File: config.mk
export PLATFORM = sky130hd
export DESIGN_NAME = cache_axi_arbiter
export DESIGN_NICKNAME = d
export VERILOG_FILES = /design/src/rtl/cache_axi_arbiter.sv
export SDC_FILE = /design/constraint.sdc
export NUM_CORES = 1
export LEC_CHECK = 0
export BUFFER_PORTS_ARGS = -buffer_cell sky130_fd_sc_hd__buf_2
export CORE_ASPECT_RATIO = 0.5
export CORE_MARGIN = 2
export CORE_UTILIZATION = 45
export CTS_CLUSTER_SIZE = 12
export DETAILED_ROUTE_END_ITERATION = 12
export PLACE_DENSITY = 0.84
export SLEW_MARGIN = 10
export SYNTH_ARGS = -nofsm -noshare
export SYNTH_HDL_FRONTEND = slang
export SYNTH_SLANG_ARGS = --single-unit
File: constraint.sdc
create_clock -name clk -period 3.05 [get_ports clk]
set_input_delay 0 -clock clk [delete_from_list [all_inputs] [get_ports clk]]
set_output_delay 0 -clock clk [all_outputs]
set_load 0.05 [all_outputs]
File: src/rtl/cache_axi_arbiter.sv
// Shares one AXI master between ICache reads and DCache reads/write-backs, stalling DCache reads that hit the pending write's line.
// Optional: define CACHE_ARB_RR_EN for round-robin read arbitration (default build uses fixed DCache priority).
module cache_axi_arbiter #(
   parameter int ADDR_W   = 32,
   parameter int DATA_W   = 32,
   parameter int LINE_OFF = 5,
   parameter int LEN_W    = 8
) (
   input  logic              clk,
   input  logic              resetn,
   input  logic              ic_rreq,
   input  logic [ADDR_W-1:0] ic_raddr,
   input  logic [LEN_W-1:0]  ic_rlen,
   output logic              ic_rvalid,
   output logic              ic_rlast,
   input  logic              dc_rreq,
   input  logic [ADDR_W-1:0] dc_raddr,
   input  logic [LEN_W-1:0]  dc_rlen,
   output logic              dc_rvalid,
   output logic              dc_rlast,
   input  logic              dc_wreq,
   input  logic [ADDR_W-1:0] dc_waddr,
   output logic              dc_wack,
   output logic [DATA_W-1:0] r_data,
   output logic              m_rreq,
   output logic [ADDR_W-1:0] m_raddr,
   output logic [LEN_W-1:0]  m_rlen,
   input  logic              m_rack,
   input  logic [DATA_W-1:0] m_rdata,
   input  logic              m_rvalid,
   input  logic              m_rlast,
   output logic              m_wreq,
   input  logic              m_wack,
   input  logic              m_wdone,
   output logic              arb_busy
);

   typedef enum logic [2:0] {
      S_IDLE   = 3'd0,
      S_I_REQ  = 3'd1,
      S_I_DATA = 3'd2,
      S_D_REQ  = 3'd3,
      S_D_DATA = 3'd4
   } state_t;

   state_t                     state, state_nxt;
   logic                       wr_pend;
   logic [ADDR_W-LINE_OFF-1:0] wr_line_q;
   logic                       dc_hz, dc_ok, grant_d, grant_i;

   // Write path: only one write outstanding; the next waits for its B response.
   assign m_wreq  = dc_wreq & ~wr_pend;
   assign dc_wack = m_wreq & m_wack;

   // A write accepted this cycle is already a hazard for a same-line read.
   assign dc_hz = (wr_pend & (dc_raddr[ADDR_W-1:LINE_OFF] == wr_line_q)) |
                  (dc_wack & (dc_raddr[ADDR_W-1:LINE_OFF] == dc_waddr[ADDR_W-1:LINE_OFF]));
   assign dc_ok = dc_rreq & ~dc_hz;

`ifdef CACHE_ARB_RR_EN
   logic last_grant;   // 1 = DCache was granted last

   assign grant_d = dc_ok & ~(ic_rreq & last_grant);

   always_ff @(posedge clk) begin
      if (!resetn)
         last_grant <= 1'b0;
      else if (state == S_IDLE && (grant_d || grant_i))
         last_grant <= grant_d;
   end
`else
   assign grant_d = dc_ok;
`endif

   assign grant_i = ic_rreq & ~grant_d;

   always_ff @(posedge clk) begin
      if (!resetn)
         state <= S_IDLE;
      else
         state <= state_nxt;
   end

   always_comb begin
      state_nxt = state;
      case (state)
         S_IDLE: begin
            if (grant_d)
               state_nxt = S_D_REQ;
            else if (grant_i)
               state_nxt = S_I_REQ;
         end
         S_I_REQ:  if (m_rack) state_nxt = S_I_DATA;
         S_D_REQ:  if (m_rack) state_nxt = S_D_DATA;
         S_I_DATA: if (m_rvalid && m_rlast) state_nxt = S_IDLE;
         S_D_DATA: if (m_rvalid && m_rlast) state_nxt = S_IDLE;
         default:  state_nxt = S_IDLE;
      endcase
   end

   always_comb begin
      m_rreq    = 1'b0;
      ic_rvalid = 1'b0;
      ic_rlast  = 1'b0;
      dc_rvalid = 1'b0;
      dc_rlast  = 1'b0;
      arb_busy  = (state != S_IDLE);
      case (state)
         S_I_REQ, S_D_REQ: m_rreq = 1'b1;
         S_I_DATA: begin
            ic_rvalid = m_rvalid;
            ic_rlast  = m_rvalid & m_rlast;
         end
         S_D_DATA: begin
            dc_rvalid = m_rvalid;
            dc_rlast  = m_rvalid & m_rlast;
         end
         default: ;
      endcase
   end

   assign r_data = m_rdata;

   // Request address/length are captured once, on the grant out of IDLE.
   always_ff @(posedge clk) begin
      if (!resetn) begin
         m_raddr <= '0;
         m_rlen  <= '0;
      end else if (state == S_IDLE) begin
         if (grant_d) begin
            m_raddr <= dc_raddr;
            m_rlen  <= dc_rlen;
         end else if (grant_i) begin
            m_raddr <= ic_raddr;
            m_rlen  <= ic_rlen;
         end
      end
   end

   always_ff @(posedge clk) begin
      if (!resetn) begin
         wr_pend   <= 1'b0;
         wr_line_q <= '0;
      end else if (dc_wack) begin
         wr_pend   <= 1'b1;
         wr_line_q <= dc_waddr[ADDR_W-1:LINE_OFF];
      end else if (m_wdone) begin
         wr_pend   <= 1'b0;
      end
   end

endmodule

==> results of run 1 <==
-- worst max path at each step --
stage	start	endpoint	slack, ps	depth (start not counted)
global placement	wr_line_q[10]	m_rlen[2]	190	7
CTS	dc_waddr[16]	m_rlen[3]	60	9
floorplan	state[2]	ic_rlast	390	3
detailed placement	wr_line_q[10]	m_rlen[2]	210	7
global route	dc_waddr[16]	m_rlen[2]	90	10
finish	dc_waddr[16]	m_rlen[2]	160	10
-- sequential cells by signal, summed over array words and instances, names as in the netlist --
name	flops
m_rlen	8
state	3
m_raddr	32
wr_line_q	27
wr_pend	1
-- timing repair --
item,in CTS,in global routing
endpoints found under the setup margin,0,40
hold buffers,29,0
hold endpoints to repair,29,0
gates resized for setup,0,1
buffers inserted,0,0
-- cell families (layout without fill, tap and decap cells) --
family                    count (synthesis)  after routing  share of synthesized area [%]
muxes                                    41             41                           14.0
and+or+nand+nor                         132            132                           15.7
DFF                                      71             71                           33.0
buffers and inverters                    65            215                           9.21
xor gates and xnor gates                 54             54                           11.0
AOI/OAI and AO/OA                        77             77                           17.0
-- power groups by stage --
stage	Clock [µW]	Sequential, µW	Combinational (µW)
after floorplan	0	1490	594
after global placement	0	1140	1110
after detailed placement	0	1150	1120
after CTS	1030	1130	1160
after global routing	1070	1150	1230
final	1020	1130	1170
-- critical path, stage by stage --
cell and delay (ps):
dlygate4sd3_1 540, buf_2 140, xor2_1 150, nor4_1 380
nand4_1 170, nor4_1 470, a21oi_4 370, buf_12 290
mux2_2 300, o221a_2 280
-- metal layers --
layer  up-vias  routed length, µm  GRT usage, %
met4         0                452          12.4
met1      1859               4940          25.8
met3        57                899          7.09
met2       185               6560          42.8
met5         -                  0             0
li1       1804                  -             -
-- through the flow --
step                instances  setup slack [ps]  hold slack (ps)  utilization [%]  total power, µW
floorplan                 440               392              145                -             2090
global placement          667               188            0.589             52.8             2250
detailed placement        667               211            0.589             52.8             2270
CTS                       711              63.9            0.589             58.8             3320
global route              711              88.0           0.0719             58.9             3450
finish                    711               162           0.0220             58.9             3320
-- placed cells by master, fill, tap and decap left out, types with 2 or more instances in the layout --
| master | instances |
|---|---|
| mux2_2 | 3 |
| xnor2_1 | 49 |
| clkbuf_16 | 9 |
| xor2_1 | 5 |
| nor4bb_1 | 2 |
| buf_4 | 5 |
| nand4_1 | 13 |
| mux2_4 | 38 |
| o221a_1 | 4 |
| nor4_1 | 2 |
| nor3_1 | 2 |
| nand2_1 | 59 |
| nor2_1 | 3 |
| o221a_2 | 36 |
| dlygate4sd3_1 | 29 |
| clkinv_2 | 4 |
| buf_2 | 164 |
| a21oi_1 | 3 |
| nand2b_1 | 41 |
| nor2b_1 | 4 |
| a21boi_0 | 29 |
| dfxtp_1 | 71 |
-- layout make-up --
| cell class | count | share of cell area, % |
|---|---|---|
| Inverter | 1 | 0.0679 |
| Sequential cell | 71 | 25.7 |
| Clock inverter | 5 | 0.906 |
| Tap cell | 121 | 2.74 |
| Clock buffer | 10 | 4.14 |
| Multi-Input combinational cell | 304 | 45.3 |
| Timing Repair Buffer | 199 | 21.1 |
==> metrics, run 1 <==
final setup vio count=0; Critical R2R Launch=wr_line_q[25]; worst reg2reg endpoint=m_rlen[2]; top_reg_cell synth=dfxtp_1; first-pass GRT wire length=19.1 mm; H-tree lvl count=3; Leakage=0.00245 µW; Tmin final=2890 ps; Final Max Slew Viols=0; Hold Path Sink=r_data[22]; DIE HEIGHT=73.2 µm; drt drc=0; Max-slew headroom=26.4%; CTS tree=built; Yosys top cell by area=dfxtp_1; Rows=25; Reg clk slew, reported paths=60 ps; Starting Density=45.9%; fillcell total=751; Hold Fails Final Rpt=0; Die Wd=142 µm; Worst setup EP type=register; DRT antenna net count=0; detailed placement HPWL=8.55 mm; Core Footprint=9380 µm²; GR Overflow Total=0; post-detailed-route wirelength per cell=18.1 µm; #FFs+latches synth=71; PortBufs=164; CP Max Fanout=23; Via Count=3905; Syn Inst Count=440; RSZ-0062 raised after global routing=false; Syn Std Cell Area=4310 µm²; full die area=10400 µm²; layout net count=740; ANT cells=0; Reg area=1420 µm²; Post-synth ARST share=0%; internal power=2100 µW; Bufs on Longest Clock Path=2; sw frac=36.8%; Area growth, synth to finish=28.3%; Net Switching=1220 µW; IO Pins=234; critical path type=primary input to register; hold path depth=0; DR vias/cell=5.49; Worst-Skew Late Latency=330 ps; fmax=0.346 GHz; YS warnings=0; total CTS buffers=9; vias in the first global route=3817; cell area after layout=5530 µm²; Hold Crit Start=m_rdata[22]; count leader, synth=dfxtp_1; area of the multi-input gates=2500 µm²; Clk pwr share=30.6%; DP Area=4950 µm²; layout cell share with drive strength beyond 1=44.7%; setup TNS=0 ps; largest net degree at the start of global routing=62; clock skew=6.54 ps; Synth Area per Inst=9.79 µm²; WL final=12.8 mm; Synth cell types=34; Max VDD drop=307 µV; setup slack, reg-to-reg=200 ps; initial detailed-routing violation count=286; startpoint types=primary input; Sequential Power Share=34.1%; power per cell area=601 nW/µm²; clk root buf=clkbuf_16; initial antenna violation count=0; worst slew pin tran=1100 ps; Critical Path RT=3270 ps; GRT Overall Usage=23.8%; Worst EP arrival=3110 ps; Logic pwr share=35.2%; Hold Crit Class=primary input to primary output; top cells by count, synth=dfxtp_1 (71), nand2_1 (59), xnor2_1 (49); Synth area leaders=dfxtp_1 (33%), mux2_4 (13%), xnor2_1 (10%), o221a_2 (9.4%), nand2b_1 (6.0%); Synth top area share=33.0%; Mapped Nets=594; Post-synth EDFFs=0; gpl congestion=0.855; status=finished clean; clk sinks=71; sequential area share after synthesis=33.0%; worst r2r path cells=8; Period Utilization, post-route=94.7%; Pre-antenna DRT Iters=5; Max-Cap Viols=0
Power figures use the tool's default switching activity.
==> inputs of run 2 (changes only) <==
--- a/config.mk
+++ b/config.mk
@@ -5,13 +5,14 @@
 export SDC_FILE = /design/constraint.sdc
 export NUM_CORES = 1
 export LEC_CHECK = 0
+export ABC_AREA = 1
 export BUFFER_PORTS_ARGS = -buffer_cell sky130_fd_sc_hd__buf_2
 export CORE_ASPECT_RATIO = 0.5
 export CORE_MARGIN = 2
-export CORE_UTILIZATION = 45
+export CORE_UTILIZATION = 46
 export CTS_CLUSTER_SIZE = 12
 export DETAILED_ROUTE_END_ITERATION = 12
-export PLACE_DENSITY = 0.84
+export PLACE_DENSITY = 0.85
 export SLEW_MARGIN = 10
 export SYNTH_ARGS = -nofsm -noshare
 export SYNTH_HDL_FRONTEND = slang
==> run 2 against run 1 <==
Against the previous run: the run now ends with negative hold slack left; worst hold slack barely moved; final cell count up 43%; total power increased by 43%; highest routed layer unchanged.
==> metrics, run 2 <==
Bufs on Longest Clock Path=2; setup slack, reg-to-reg=730 ps; initial antenna violation count=0; clk sinks=71; final setup vio count=0; Via Count=4858; commonest non-fill, non-tap cell in the layout=nand2_1; Syn Inst Count=735; Largest regs=m_raddr x32, wr_line_q x27, m_rlen x8; Core Footprint=9380 µm²; fmax=0.432 GHz; gpl congestion=0.889; Max-slew headroom=32.2%; Hold Crit Start=ic_raddr[14]; clk root buf=clkbuf_16; startpoint types=register; worst hold slack=-0.0937 ps; Worst-Skew Late Latency=340 ps; first-pass GRT wire length=20.0 mm; Reg clk slew, reported paths=60 ps; Critical R2R Launch=wr_pend; Critical Path RT=3250 ps; Area growth, synth to finish=29.1%; Worst setup EP type=register; Yosys top cell by area=dfxtp_1; Synth cell types=22; worst reg2reg endpoint=wr_line_q[3]; initial detailed-routing violation count=320; DIE HEIGHT=73.2 µm; Period Utilization, post-route=75.9%; WL final=13.0 mm; worst slew pin tran=1020 ps; post-detailed-route wirelength per cell=12.8 µm; most frequent cells in the layout=nand2_1 (227), buf_2 (164), nor2_1 (120), inv_1 (114), dfxtp_1 (71); Post-synth ARST share=0%; fillcell total=850; total CTS buffers=9; Max VDD drop=307 µV; Starting Density=47.0%; Post-CTS Resized=0; PortBufs=164; setup TNS=0 ps; GR Overflow Total=0; Final Max Slew Viols=0; Post-synth EDFFs=0; count leader, synth=nand2_1; Rows=25; Synth top area share=32.3%; ANT cells=0; top cells by count, synth=nand2_1 (227), nor2_1 (120), inv_1 (114); Hold Path Sink=m_raddr[14]; layout cell share with drive strength beyond 1=21.4%; worst r2r path cells=7; DRT antenna net count=0; hold path depth=5; detailed placement HPWL=8.64 mm; violated checks=negative hold slack; RSZ-0062 raised after global routing=false; Die Wd=142 µm; Max-Cap Viols=0; #FFs+latches synth=71; largest net degree at the start of global routing=59; Tmin final=2320 ps; full die area=10400 µm²; Reg with most FFs=m_raddr; Synth area leaders=dfxtp_1 (32%), nand2_1 (19%), nor2_1 (10%), inv_1 (9.7%), o21ai_0 (7.5%); CP Max Fanout=29; YS warnings=0; Pre-antenna DRT Iters=7; DR vias/cell=4.77; max reg flops=32; Leakage=0.00313 µW; Syn Std Cell Area=4410 µm²; layout net count=1046; Mapped Nets=889; power per cell area=836 nW/µm²; CTS tree=built; drt drc=0; IO Pins=234; Final Total Pwr=4750 µW; sequential area share after synthesis=32.3%; GRT Overall Usage=24.5%; Hold Fails Final Rpt=1; H-tree lvl count=3; Hold Crit Class=primary input to register; status=complete, but fails checks; vias in the first global route=4479; clock skew=12.0 ps; Worst EP arrival=2520 ps; top_reg_cell synth=dfxtp_1; Synth Area per Inst=6.00 µm²; critical path type=register to register
-- run 2: changes by cell type after synthesis, moves of 12 or more --
cell,change
nand2_1,+168
nor2_1,+117
inv_1,+113
o21ai_0,+65
nand2b_1,-41
mux2_4,-38
o221a_2,-36
a21boi_0,-27
a21oi_1,+20
xnor2_1,-20
clkbuf_1,-12
-- run 2: metrics by stage --
step / area [µm²] / std cells / setup WS, ps / utilization, %
detailed placement: 5000 / 964 / 900 / 53.3
finish: 5690 / 1018 / 734 / 60.6
CTS: 5690 / 1018 / 888 / 60.6
global route: 5690 / 1018 / 538 / 60.6
global placement: 5000 / 964 / 1020 / 53.3
floorplan: 4410 / 735 / 1350 / -
-- run 2: per-layer routing --
metal | track usage, % | up-vias | part of all wire (%)
met5 | 0 | - | 0
met4 | 14.4 | 0 | 4.5
met3 | 6.69 | 67 | 7.7
met2 | 43.9 | 216 | 48
met1 | 26.7 | 2106 | 40
li1 | - | 2469 | -
-- run 2: worst max-delay path by stage --
stage,startpoint,end,depth (start not counted)
2_1_floorplan,state[0],state[2],8
3_3_place_gp,wr_pend,m_raddr[11],15
3_5_place_dp,wr_pend,m_raddr[11],15
4_1_cts,wr_pend,m_raddr[11],15
5_1_grt,wr_line_q[26],m_raddr[11],16
6_report,wr_pend,wr_line_q[3],7
-- run 2: final cells by class --
type                            instances  area [µm²]  share of cell area (%)
Sequential cell                        71        1420                    25.0
Multi-Input combinational cell        481        2110                    37.0
Tap cell                              121         151                    2.66
Inverter                              121         454                    7.99
Clock buffer                           12         256                    4.51
Timing Repair Buffer                  208        1250                    21.9
Clock inverter                          4        52.6                   0.924
-- run 2: cell families after synthesis --
logic type             Yosys count  share of synthesized area [%]
AND/OR/NAND/NOR                358                           31.1
flip-flops                      71                           32.3
buffers and inverters          183                           20.0
XOR/XNOR                        29                           5.76
AO/OA/AOI/OAI                   94                           10.9
-- run 2: timing repair --
action / CTS / global route
hold buffers: 38 / 0
hold endpoints to repair: 38 / 0
setup endpoints to repair: 0 / 0
setup buffers: 0 / 0
-- run 2: power breakdown --
group          switching [µW]  leakage (µW)  internal, µW
sequential                135      0.000587          1200
clock                     405      0.000153           681
combinational            1720       0.00239           617
-- run 2: worst max-delay path, cell delays in order (launching register included) --
cell,delay [ps]
dfxtp_1,310
inv_2,60
nand2_1,90
nor2_2,140
buf_4,320
clkinv_1,680
o21ai_0,480
a21oi_1,90
